<file path="src/rtl/arb_pkg.sv">
// Shared constants and state type for the round-robin grant encoder.
// Optional feature macro: ARB_TIMEOUT_EN (forced release after a bounded hold).
package arb_pkg;

  localparam int unsigned N_REQ            = 4;
  localparam int unsigned IDX_W            = 2;
  localparam int unsigned DEFAULT_MAX_HOLD = 16;

  typedef enum logic [0:0] {
    StIdle,
    StGrant
  } arb_state_e;

endpackage

</file>
<file path="src/rtl/rr_pick.sv">
// Combinational rotating-priority finder: first set request scanning ptr, ptr+1, ... mod N_REQ.
// Unaffected by the ARB_TIMEOUT_EN macro.
module rr_pick
  import arb_pkg::*;
(
  input  logic [N_REQ-1:0] req,
  input  logic [IDX_W-1:0] ptr,
  output logic [IDX_W-1:0] winner,
  output logic             any_req
);

  // Scan from the far end back toward ptr so the closest set bit is the last write.
  always_comb begin
    logic [IDX_W-1:0] idx;
    winner = '0;
    idx    = '0;
    for (int i = N_REQ - 1; i >= 0; i--) begin
      idx = ptr + IDX_W'(i);
      if (req[idx]) begin
        winner = idx;
      end
    end
  end

  assign any_req = |req;

endmodule

</file>
<file path="config.mk">
export PLATFORM = sky130hd
export DESIGN_NAME = rr_pick
export DESIGN_NICKNAME = d
export VERILOG_FILES = /design/src/rtl/arb_pkg.sv /design/src/rtl/rr_pick.sv
export SDC_FILE = /design/constraint.sdc
export NUM_CORES = 1
export LEC_CHECK = 0
export ABC_AREA = 0
export CORE_AREA = 2 2 39 41
export DETAILED_ROUTE_END_ITERATION = 6
export DIE_AREA = 0 0 41 43
export DONT_BUFFER_PORTS = 1
export PLACE_DENSITY_LB_ADDON = 0.1
export SETUP_SLACK_MARGIN = 0.15
export SYNTH_ARGS = -nofsm -noshare
export SYNTH_HDL_FRONTEND = slang
export SYNTH_SLANG_ARGS = --single-unit
</file>
<file path="constraint.sdc">
create_clock -name vclk -period 0.8
set_input_delay 0 -clock vclk [all_inputs]
set_output_delay 0 -clock vclk [all_outputs]
set_load 0.01 [all_outputs]
</file>
== Yosys cells after proc, flatten, opt, wreduce, memory -nomap -nowiden ==
Index checks and enable logic that the tools add are counted.

* Word-level logic and storage cells: 20
* Bits of input ports: 6
* Output and inout port bits: 3
* Bits in registers: 0

* Multiplexer cells: 12
* Reductions and logical operators: 1
* Add/sub/neg operators: 3
* $lt $le $gt $ge: 4

{| class="wikitable"
|+ Operators with widths
! kind !! count
|-
| < comparator 2 x 3 -> 1 bit (second input constant) || 4
|-
| binary-select mux 1 bit (select 2 bit) || 4
|-
| 2-to-1 mux 2 bit || 4
|-
| adder 2 bit (second input constant) || 2
|-
| 2-to-1 mux 1 bit || 4
|-
| OR reduction 4 bit || 1
|-
| adder 2 x 1 -> 2 bit (second input constant) || 1
|}

== Longest topological paths before layout ==
* Word-level depth: 7
* Depth in mapped cells: 3
* Mapped depth without buffers: 3

== Worst setup path after synthesis ==
OpenSTA, ideal clock, no wires.

* Kind: in2out
* From: input port req[3]
* To: output port winner[1]
* Arrival: 0.426 ns
* Cell stages on the path: 3
* Required time: 0.800 ns
* Buffers on the path: 0
* Slack: 0.374 ns
* Cell sequence: nand2b_1 a211oi_1 nor2_1

* Cells in the longest elaborated chain, start to end: 6
* Elaborated cells on any way between the ends: 12

{| class="wikitable"
|+ RTL lines
! what !! line !! RTL
|-
| from (decl) || rr_pick.sv:6 || <nowiki>input logic [N_REQ-1:0] req,</nowiki>
|-
| binary-select mux 1 bit (select 2 bit) || rr_pick.sv:19 || <nowiki>if (req[idx]) begin</nowiki>
|-
| 2-to-1 mux 1 bit (not written as such) || rr_pick.sv:19 ||
|-
| 2-to-1 mux 2 bit (3 in a row) || rr_pick.sv:19 ||
|-
| 2-to-1 mux 2 bit * || rr_pick.sv:19 ||
|-
| to (decl) || rr_pick.sv:8 || <nowiki>output logic [IDX_W-1:0] winner,</nowiki>
|}

Mark *: on every way between the ends. The rest lies on a longest branch, timed or not. The select of a mux whose other input is x is not followed.

== Worst setup path in the final report ==
Ends and elaborated chain as after synthesis.

==> results.md <==
- Actual slew at the worst max-slew pin: roughly 270 ps
- Syn Inst Count: 13
- Slew Viols, Final: 0
- Synth top area share: 0.1935
- Final #Nets: 21
- Crit path arrival time: 450 ps
- HP Class: in -> out
- Hold Path End: winner[0]
- Vias/cell: approximately 3.4
- Detail Placement HPWL: 239.4 um
- Post-CTS setup buffers: 0
- # IOs: 9
- Design Power: between 30 and 40 uW
- Ranking of synthesized cells by area: nor2_1, a211oi_2, nand2b_1, mux2i_1, a211oi_1
- Ys Warns: 0
- Dpl cells: 29
- Initial antenna violation count: 0
- Total track usage: 0.02498
- ANT cells: 0
- Fin crit period: 447.7 ps
- Sequential share of the synthesized area: 0
- GP Congestion: roughly 0.51
- Cts hold-fix bufs: 0
- Post-CTS sizing: 0
- RSZ-0062 raised after global routing: no
- Max cap viols: 0
- Num rows: 14
- Placeable core area: roughly 0.0014 mm^2
- Synth top cells by count: nor2_1, nand2_1, nand2b_1
- Post-synth cell types: 8
- Worst setup startpoint: req[3]
- VDD IR max: between 0.05 and 0.06 mV
- Final hold viol count: 0
- Vias: 100
- Reg power frac: 0
- Mapped Avg Cell Area: 5.967 um^2
- Yosys top cell by area: nor2_1
- Syn Nets: 19
- Chip width: between 40 and 50 um
- FF+latch area: 0 um^2
- Worst setup EP type: output port
- Initial DRC count: 7
- Number of sequential cells: 0
- Vias in the first global route: 67
- Worst setup margin: 352.3 ps
- Area growth syn-to-layout: 25.81%
- Worst rel slew slack: 0.8182
- Number of remaining DRC errors: 0
- Top-count cell post-synth: nor2_1
- CP max FO: 4
- DR WL/cell: between 8 and 9 um
- Hold path start: req[0]
- Port Buf Inserts: 0
- First-pass DRT Iterations: 4
- Mapped cell area: between 70 and 80 um^2
- Switch share: 0.5553
- Setup TNS: 0 ps
- Final Cycle Share: 0.5596
- Outcome: finished clean
- Share of post-route cells with drive strength above 1: 0.07692
- First-pass GRT wire length: approximately 310 um
- Startpoint types: input port
- Hold Path Depth: 1
- Remaining antenna violation count after routing: 0
- Clock share of power: 0
- Final-layout clock buffer total: 0
- Crit path kind: in -> out
- Final std cells w/o fill: 29
- Initial Utilization: 0.05606
- Sw power: around 21 uW
- Full die area: between 0.0015 and 0.002 mm^2
- Total routed wirelength: roughly 260 um
- F_max: around 2200 MHz
- Combinational Power Share: 1.000
- Die height: between 40 and 50 um
- Grt total ovfl: 0
- Pwr dens: between 300 and 400 mW/mm^2
- Leakage power: around 0.000028 uW
- WHS: 65.29 ps
- Largest net degree at the start of global routing: 6
- Dpl ws: ~350 ps
- WP data required: roughly 800 ps
- Final setup violation count: 0
- Int Power: 16.67 uW
==> cell families (layout without fill, tap and decap cells) <==
group            count (synthesis)  count (layout)  synth area share
AND/OR/NAND/NOR                  9               9            0.5484
AO/OA/AOI/OAI                    3               3            0.3225
multiplexers                     1               1            0.1290
==> power groups by stage <==
stage | clock network [uW] | registers [uW] | logic [uW]
after CTS | 0 | 0 | 37.6
final | 0 | 0 | 37.5
after floorplan | 0 | 0 | 33.5
after global routing | 0 | 0 | 40.7
after detailed placement | 0 | 0 | 37.5
after global placement | 0 | 0 | 37.8
==> how the worst max path moves through the flow <==
stage                      to  slack (ps)  depth (start not counted)
finish              winner[1]         350                          3
global placement    winner[1]         340                          3
floorplan           winner[1]         370                          3
detailed placement  winner[1]         350                          3
global route        winner[1]         260                          3
CTS                 winner[1]         350                          3
==> area by class of cell <==
class / instances / area, um^2
Multi-Input combinational cell: 13 / 77.57
Tap cell: 16 / 20.02
Fill cell: 164 / 1286
==> routing by layer <==
metal	share of wire	track usage
met5	0	0
met1	0.53	0.05380
met3	0.27	0.01047
met2	0.20	0.01875
met4	0	0
==> through the flow <==
stage / instance area, um^2 / util
final: 97.59 / 0.07052
after global routing: 97.59 / 0.07052
after CTS: 97.59 / 0.07052
after detailed placement: 97.59 / 0.07052
after global placement: 97.59 / 0.07052
after floorplan: 77.57 / -
==> worst max-delay path: stages <==
cell and delay [ps]:
nand2b_1 120, a211oi_1 220, nor2_1 110
==> cell usage in the layout, fill, tap and decap left out, drive strengths merged <==
master,count
a21oi,1
a211oi,2
nand2b,2
nor2,4
nor3b,1
mux2i,1
nand2,2
Power figures use the tool's default switching activity.
